## config.mk

```make
export PLATFORM = sky130hd
export DESIGN_NAME = mem_port_arbiter
export DESIGN_NICKNAME = d
export VERILOG_FILES = /design/src/rtl/mem_arb_pkg.sv /design/src/rtl/mem_arb_pick.sv /design/src/rtl/mem_port_arbiter.sv
export SDC_FILE = /design/constraint.sdc
export NUM_CORES = 1
export LEC_CHECK = 0
export CORE_MARGIN = 4
export CORE_UTILIZATION = 35
export DETAILED_ROUTE_END_ITERATION = 8
export PLACE_DENSITY = 0.72
export SETUP_SLACK_MARGIN = 0.1
export SLEW_MARGIN = 5
export SYNTH_ARGS = -nofsm -noshare
export SYNTH_HDL_FRONTEND = slang
export SYNTH_HIERARCHICAL = 1
export SYNTH_SLANG_ARGS = --single-unit
```

## constraint.sdc

```tcl
create_clock -name clk -period 1.52 [get_ports clk]
set_input_delay 0.456 -clock clk [delete_from_list [all_inputs] [get_ports clk]]
set_output_delay 0.456 -clock clk [all_outputs]
set_load 0.01 [all_outputs]
```

## src/rtl/mem_arb_pkg.sv

```systemverilog
// Shared constants for the port-B memory arbiter: FSM encoding, requester
// indices and the starvation counter width.
package mem_arb_pkg;

  typedef enum logic [1:0] {
    IDLE   = 2'd0,
    ACCESS = 2'd1,
    RESP   = 2'd2
  } arb_state_e;

  localparam logic REQ_CPU  = 1'b0;
  localparam logic REQ_IO   = 1'b1;
  localparam int   STARVE_W = 4;

endpackage

```

## src/rtl/mem_arb_pick.sv

```systemverilog
// Combinational winner select for the port-B arbiter.
// MEM_ARB_RR_EN selects round-robin; otherwise fixed priority with a starvation override.
module mem_arb_pick
  import mem_arb_pkg::*;
(
  input  logic req0,
  input  logic req1,
  input  logic starve_hit,
  input  logic last_winner,
  output logic win_valid,
  output logic win_idx
);

`ifdef MEM_ARB_RR_EN
  logic unused_starve_hit;
  assign unused_starve_hit = starve_hit;

  // On a tie, the requester that lost the previous grant goes next.
  always_comb begin
    win_valid = req0 | req1;
    if (req0 && req1) begin
      win_idx = ~last_winner;
    end else if (req1) begin
      win_idx = REQ_IO;
    end else begin
      win_idx = REQ_CPU;
    end
  end
`else
  logic unused_last_winner;
  assign unused_last_winner = last_winner;

  // The CPU wins ties unless the I/O side has been starved for too long.
  always_comb begin
    win_valid = req0 | req1;
    if (req1 && (starve_hit || !req0)) begin
      win_idx = REQ_IO;
    end else begin
      win_idx = REQ_CPU;
    end
  end
`endif

endmodule

```

## src/rtl/mem_port_arbiter.sv

```systemverilog
// Shares RAM data port B between the CPU (requester 0) and the I/O engine (requester 1).
// MEM_ARB_RR_EN switches arbitration from fixed priority with starvation guard to round-robin.
module mem_port_arbiter
  import mem_arb_pkg::*;
#(
  parameter int WIDTH      = 16,
  parameter int STARVE_MAX = 4
) (
  input  logic             clk,
  input  logic             reset,
  input  logic             req0,
  input  logic             we0,
  input  logic [WIDTH-1:0] addr0,
  input  logic [WIDTH-1:0] wdata0,
  output logic             gnt0,
  output logic             rvalid0,
  input  logic             req1,
  input  logic             we1,
  input  logic [WIDTH-1:0] addr1,
  input  logic [WIDTH-1:0] wdata1,
  output logic             gnt1,
  output logic             rvalid1,
  output logic [WIDTH-1:0] rdata,
  output logic             mem_we,
  output logic [WIDTH-1:0] mem_addr,
  output logic [WIDTH-1:0] mem_wdata,
  input  logic [WIDTH-1:0] mem_q
);

  arb_state_e       state_q, state_d;
  logic             mem_we_q, mem_we_d;
  logic [WIDTH-1:0] mem_addr_q, mem_addr_d;
  logic [WIDTH-1:0] mem_wdata_q, mem_wdata_d;
  logic [WIDTH-1:0] rdata_q, rdata_d;
  logic             gnt0_q, gnt0_d, gnt1_q, gnt1_d;
  logic             rvalid0_q, rvalid0_d, rvalid1_q, rvalid1_d;
  logic             owner_q, owner_d;
  logic             last_q, last_d;
  logic             starve_hit_s;
  logic             win_valid_s, win_idx_s;

`ifdef MEM_ARB_RR_EN
  localparam int unused_starve_max = STARVE_MAX;
  assign starve_hit_s = 1'b0;
`else
  localparam logic [STARVE_W-1:0] STARVE_LIM = STARVE_W'(STARVE_MAX);
  logic [STARVE_W-1:0] starve_q, starve_d;
  assign starve_hit_s = (starve_q >= STARVE_LIM);
`endif

  mem_arb_pick u_pick (
    .req0        (req0),
    .req1        (req1),
    .starve_hit  (starve_hit_s),
    .last_winner (last_q),
    .win_valid   (win_valid_s),
    .win_idx     (win_idx_s)
  );

  // Next-state and output computation for the IDLE -> ACCESS -> RESP cycle.
  always_comb begin
    state_d     = state_q;
    mem_we_d    = 1'b0;
    mem_addr_d  = mem_addr_q;
    mem_wdata_d = mem_wdata_q;
    rdata_d     = rdata_q;
    gnt0_d      = 1'b0;
    gnt1_d      = 1'b0;
    rvalid0_d   = 1'b0;
    rvalid1_d   = 1'b0;
    owner_d     = owner_q;
    last_d      = last_q;
`ifndef MEM_ARB_RR_EN
    starve_d    = starve_q;
`endif
    case (state_q)
      IDLE: begin
        if (win_valid_s) begin
          state_d     = ACCESS;
          mem_we_d    = (win_idx_s == REQ_IO) ? we1 : we0;
          mem_addr_d  = (win_idx_s == REQ_IO) ? addr1 : addr0;
          mem_wdata_d = (win_idx_s == REQ_IO) ? wdata1 : wdata0;
          gnt0_d      = (win_idx_s == REQ_CPU);
          gnt1_d      = (win_idx_s == REQ_IO);
          owner_d     = win_idx_s;
          last_d      = win_idx_s;
`ifndef MEM_ARB_RR_EN
          // Count CPU wins that pushed a waiting I/O request back; saturate.
          if (win_idx_s == REQ_IO) begin
            starve_d = {STARVE_W{1'b0}};
          end else if (req1 && (starve_q != {STARVE_W{1'b1}})) begin
            starve_d = starve_q + {{(STARVE_W-1){1'b0}}, 1'b1};
          end else begin
            starve_d = starve_q;
          end
`endif
        end else begin
          state_d = IDLE;
        end
      end
      ACCESS: begin
        state_d = RESP;
      end
      RESP: begin
        rdata_d   = mem_q;
        rvalid0_d = (owner_q == REQ_CPU);
        rvalid1_d = (owner_q == REQ_IO);
        state_d   = IDLE;
      end
      default: begin
        state_d = IDLE;
      end
    endcase
  end

  // State and output registers with synchronous active-low reset.
  always_ff @(posedge clk) begin
    if (!reset) begin
      state_q     <= IDLE;
      mem_we_q    <= 1'b0;
      mem_addr_q  <= {WIDTH{1'b0}};
      mem_wdata_q <= {WIDTH{1'b0}};
      rdata_q     <= {WIDTH{1'b0}};
      gnt0_q      <= 1'b0;
      gnt1_q      <= 1'b0;
      rvalid0_q   <= 1'b0;
      rvalid1_q   <= 1'b0;
      owner_q     <= 1'b0;
      last_q      <= 1'b0;
`ifndef MEM_ARB_RR_EN
      starve_q    <= {STARVE_W{1'b0}};
`endif
    end else begin
      state_q     <= state_d;
      mem_we_q    <= mem_we_d;
      mem_addr_q  <= mem_addr_d;
      mem_wdata_q <= mem_wdata_d;
      rdata_q     <= rdata_d;
      gnt0_q      <= gnt0_d;
      gnt1_q      <= gnt1_d;
      rvalid0_q   <= rvalid0_d;
      rvalid1_q   <= rvalid1_d;
      owner_q     <= owner_d;
      last_q      <= last_d;
`ifndef MEM_ARB_RR_EN
      starve_q    <= starve_d;
`endif
    end
  end

  assign gnt0      = gnt0_q;
  assign gnt1      = gnt1_q;
  assign rvalid0   = rvalid0_q;
  assign rvalid1   = rvalid1_q;
  assign rdata     = rdata_q;
  assign mem_we    = mem_we_q;
  assign mem_addr  = mem_addr_q;
  assign mem_wdata = mem_wdata_q;

endmodule
```

## Word level (Yosys, flattened, before mapping)

Index checks and enable logic that the tools add are counted.

- Add/sub/neg operators: 1
- Mux-type cells: 8
- Reduce and logical (&&, ||, !) cells: 10
- Div/mod/pow operators: 0
- Bitwise logic cells: 3
- Multiply operators: 0
- Shifts and indexed selects: 0
- Equal/unequal tests: 3
- $lt $le $gt $ge: 1

Operators by type and width:

| operator | number |
|---|---|
| $mux W16 | 2 |
| $mux W4 | 2 |
| $reduce_and A3 Y1 | 2 |
| $add A4 B1 Y4 const B | 1 |
| $ge A4 B3 Y1 const B | 1 |
| $ne A4 B4 Y1 const B | 1 |
| $pmux W2 S2 | 1 |
| $reduce_and A2 Y1 | 2 |
| $mux W1 | 3 |
| $eq A2 B1 Y1 const B | 1 |
| $eq A2 B2 Y1 const B | 1 |
| $logic_and A1 B1 Y1 | 2 |
| $logic_not A2 Y1 | 1 |
| $not A1 Y1 | 2 |
| $reduce_bool A2 Y1 | 1 |
| $logic_not A1 Y1 | 1 |
| $logic_or A1 B1 Y1 | 1 |
| $or A1 B1 Y1 | 1 |

- Bits in read-only memories: 0
- Latch bits: 0
- Memories kept: 0
- Bits in registers: 60
- Memory bits (writable): 0
- Output and inout bits: 53
- Input bits: 86

## Logic depth before layout (Yosys ltp)

- Depth after elaboration: 6
- Gate-level depth with buffers: 8
- Depth with buffers taken out: 6

## Hierarchy

Netlist, hierarchy kept.

Modules (own cells, without submodules):

| module | times used | area an instance (um^2) | cells each |
|---|---|---|---|
| mem_port_arbiter | 1 | 2,592.5 | 264 |
| mem_arb_pick | 1 | 17.5 | 3 |

## Worst setup path before layout

Ideal clock, no wire load.

- Kind: register -> register
- From: register starve_q[3]
- To: register mem_addr_q[15] (netlist: mem_addr[15])
- Cell stages (with the launch flop): 9
- Data arrival time: 1,380 ps
- Setup slack: 24 ps
- Period minus slack after synthesis: 1,496 ps
- Path through: dfxtp_1 -> or2_2 -> inv_1 -> a21boi_1 -> clkbuf_1 -> buf_2 -> mux2i_1 -> nand2_1 -> o211a_1

- Word-level cells in the longest chain between the ends: 5

RTL lines:

| item | line | RTL |
|---|---|---|
| from (decl) | mem_port_arbiter.sv:47 | `logic [STARVE_W-1:0] starve_q, starve_d;` |
| from (signal assigned) | mem_port_arbiter.sv:131 | `starve_q <= {STARVE_W{1'b0}};` |
| from (signal assigned) | mem_port_arbiter.sv:146 | `starve_q <= starve_d;` |
| $ge A4 B3 Y1 | mem_port_arbiter.sv:48 | `assign starve_hit_s = (starve_q >= STARVE_LIM);` |
| via starve_hit_s | mem_port_arbiter.sv:39 | `logic starve_hit_s;` |
| $logic_or A1 B1 Y1 | mem_arb_pick.sv:36 | `if (req1 && (starve_hit \|\| !req0)) begin` |
| $logic_and A1 B1 Y1 | mem_arb_pick.sv:36 |  |
| $mux W1 | mem_arb_pick.sv:36 |  |
| via win_idx_s | mem_port_arbiter.sv:40 | `logic win_valid_s, win_idx_s;` |
| $mux W16 | mem_port_arbiter.sv:81 | `mem_addr_d = (win_idx_s == REQ_IO) ? addr1 : addr0;` |
| to (signal assigned) | mem_port_arbiter.sv:121 | `mem_addr_q <= {WIDTH{1'b0}};` |
| to (signal assigned) | mem_port_arbiter.sv:136 | `mem_addr_q <= mem_addr_d;` |
| to (decl) | mem_port_arbiter.sv:32 | `logic [WIDTH-1:0] mem_addr_q, mem_addr_d;` |

The timed path passes the listed nets, and every way through them passes these cells.
A chain may end at the register's enable or synchronous reset.

## Worst setup path in the final report

- From: register starve_q[3]
- To: register mem_addr_q[7] (netlist: mem_addr[7])

The elaborated chain is that of the path after synthesis.

==> impl_results.md <==
- Leak: approximately 2.2 nW
- Initial antenna violation count: 0
- Initial Utilization: 35.98%
- FF+latch count, synth: 60
- RSZ-0062 raised after global routing: true
- Flop2flop setup slack: -0.06 ns
- Die footprint: a little under 0.009 sq mm
- Clk_lat worst skew: 0.33 ns
- Power Density: around 920 mW/mm^2
- Tightest Hold Check Type: register to register
- Total clock buffers created by CTS: 9
- CTS tree: done
- Antenna diodes: 0
- Top cells by area, synth: dfxtp_1 46%, mux2i_1 13%, o211a_1 12%
- Syn_area_per_cell: about 9.8 sq um
- Clock buffer depth: 2
- Global-route wire length before repair: ~12 mm
- WHS: about 0.44 ns
- Die Y: 94.36 microns
- Final setup margin: -0.05949 ns
- TritonRoute pass-1 iters: 4
- Vias in the first global route: approximately 2,600
- Row count: 31
- Max transition margin: about 84%
- Number of port buffers: 138
- Clock period minus worst slack: ~1.6 ns
- Synth unique cells: 31
- Final Wtd Congestion: roughly 0.68
- MaxCap Viol Count: 0
- Seq/Total Area, Yosys: between 40% and 50%
- DRC: 0
- Critical Path RT: ~1.7 ns
- Overflow after GRT: 0
- Via/cell ratio: about 4.8
- Largest area contributor in the synthesized netlist: dfxtp_1
- CP Class: register to register
- Arr. time, crit path: approximately 1.8 ns
- Area Growth Syn to Fin: 78.00%
- Warnings, synthesis: 6
- Total negative setup slack: -0.3621 ns
- Status: complete, but fails checks
- Final layout net count: ~500
- Mapped Area: between 0.002 and 0.003 sq mm
- Core Region: between 0.007 and 0.008 sq mm
- Cell Area, Placed: about 0.0042 sq mm
- WL per Instance: ~15 microns
- DP HPWL: 5.100 mm
- Startpoint Class: register
- Violations in the final reports: setup timing
- Syn Inst Count: about 270
- Setup Viol. Count Final: 10
- Final period util: 103.9%
- Die X: ~94 microns
- Max-slew violations: 0
- # clock sinks: 60
- CTS H-tree depth: 3
- FMAX: approximately 630 MHz
- Final Skew: roughly 0.0052 ns
- Routed wire length: roughly 8.1 mm
- CTS clk-pin slew, worst paths: about 0.070 ns
- Slew @ Worst Pin: between 0.2 and 0.25 ns
- Layout cells sized above 1: 16.51%
- Final hold violation count: 0
- Peak VDD IR: around 0.0005 V
- Final ANT Viol Nets: 0
- DRT iter0 DRCs: 75
- Synth top area share: around 46%
- Clock root cell: clkbuf_8
- Dpl ws: -0.5048 ns
- # IOs: about 140
- Largest net degree at the start of global routing: 23
- Post-synthesis net count: ~350
- Worst-path maximum fanout: 5
- Via Count: 2,562
- Design Area, Final: ~0.0046 sq mm
- CP Capture Type: register
- GR Util All Layers: between 10% and 20%
[synth_stat cells, drive strengths merged]
cell type / count
a211oi: 1
a21bo: 1
a21boi: 17
a311oi: 1
a31oi: 2
and2: 1
and3: 3
and3b: 3
and4b: 1
buf: 17
clkbuf: 6
dfxtp: 60
ha: 1
inv: 2
mux2i: 34
nand2: 68
nand2b: 1
nand3: 1
nand3b: 2
nand4: 2
nor2: 3
nor2b: 2
nor3b: 2
o211a: 32
o221ai: 2
or2: 2
[cell type report]
cell class,count,area (sq um)
Fill cell,634,2608
Timing Repair Buffer,170,1784
Multi-Input combinational cell,182,1321
Sequential cell,60,1204
Clock buffer,12,155.1
Tap cell,99,123.9
Clock inverter,4,47.55
Inverter,2,10.01
[layer usage]
metal	up-vias	global-route usage (%)	wire, microns
met3	11	4.781	628
met2	93	31.91	4028
met4	0	8.544	135
met1	1206	20.40	3284
met5	-	0	0
li1	1252	-	-
[cells by family after synthesis]
kind of cell	after synthesis	share of synthesized area (%)
and+or+nand+nor	91	16.01
AOI/OAI and AO/OA	56	19.32
adders and majority gates	1	0.4793
muxes	34	13.04
DFF	60	46.02
buffers and inverters	25	5.129
[final timing paths]
path | startpoint | endpoint | depth (start not counted)
worst max-delay path | starve_q[3] | mem_addr[7] | 9
worst min-delay path | last_q | rvalid0 | 1
worst max register to register | starve_q[3] | mem_addr[7] | 9
worst min register to register | last_q | rvalid0 | 1
[registers in the layout, summed over array words and instances (netlist names)]
name,flops
rdata,16
last_q,1
mem_addr,16
gnt1,1
state_q,2
starve_q,4
rvalid1,1
mem_we,1
gnt0,1
mem_wdata,16
rvalid0,1
[where the power goes]
part           total (mW)  leakage, nW  switching [mW]  internal, mW
sequential           1.77        0.495          0.0705          1.70
clock                1.46        0.102           0.617         0.842
combinational        1.06         1.60           0.408         0.648
[layout by cell type, fill, tap and decap left out, types with 3 or more instances in the layout]
cell / synthesis / final
and3b_1: 3 / 3
dlygate4sd2_1: 0 / 15
buf_4: 5 / 12
nor2_1: 3 / 3
clkbuf_8: 0 / 11
buf_2: 11 / 3
mux2i_2: 0 / 4
dfxtp_1: 60 / 58
mux2i_1: 34 / 30
and3_1: 3 / 3
clkbuf_2: 0 / 8
buf_12: 0 / 8
buf_6: 1 / 7
nand2_1: 68 / 68
clkdlybuf4s15_1: 0 / 30
o211a_1: 32 / 32
buf_16: 0 / 3
clkdlybuf4s50_1: 0 / 82
a21boi_0: 13 / 13
a21boi_1: 4 / 3
[worst max-delay path, cell delays in order (launching register included)]
cell,delay (ns)
dfxtp_2,0.33
or2_4,0.12
inv_4,0.03
a21boi_4,0.22
buf_6,0.16
buf_6,0.11
buf_16,0.12
mux2i_2,0.20
nand2_1,0.06
o211a_1,0.12
[per-stage QoR]
step | total power, mW | utilization, % | instances
after global placement | 2.780 | 57.70 | 498
after global routing | 4.504 | 64.05 | 529
after CTS | 4.359 | 65.10 | 532
final | 4.288 | 64.05 | 529
after floorplan | 2.213 | - | 267
after detailed placement | 2.799 | 57.70 | 498
[what timing repair did]
action / CTS / global route
gates resized for setup: 88 / 46
setup endpoints to repair: 94 / 72
gates cloned: 9 / 0
setup buffers: 9 / 2
hold buffers: 0 / 0
hold endpoints to repair: 0 / 0
pin swaps: 23 / 20
No activity file was read; power rests on OpenSTA's default activity.
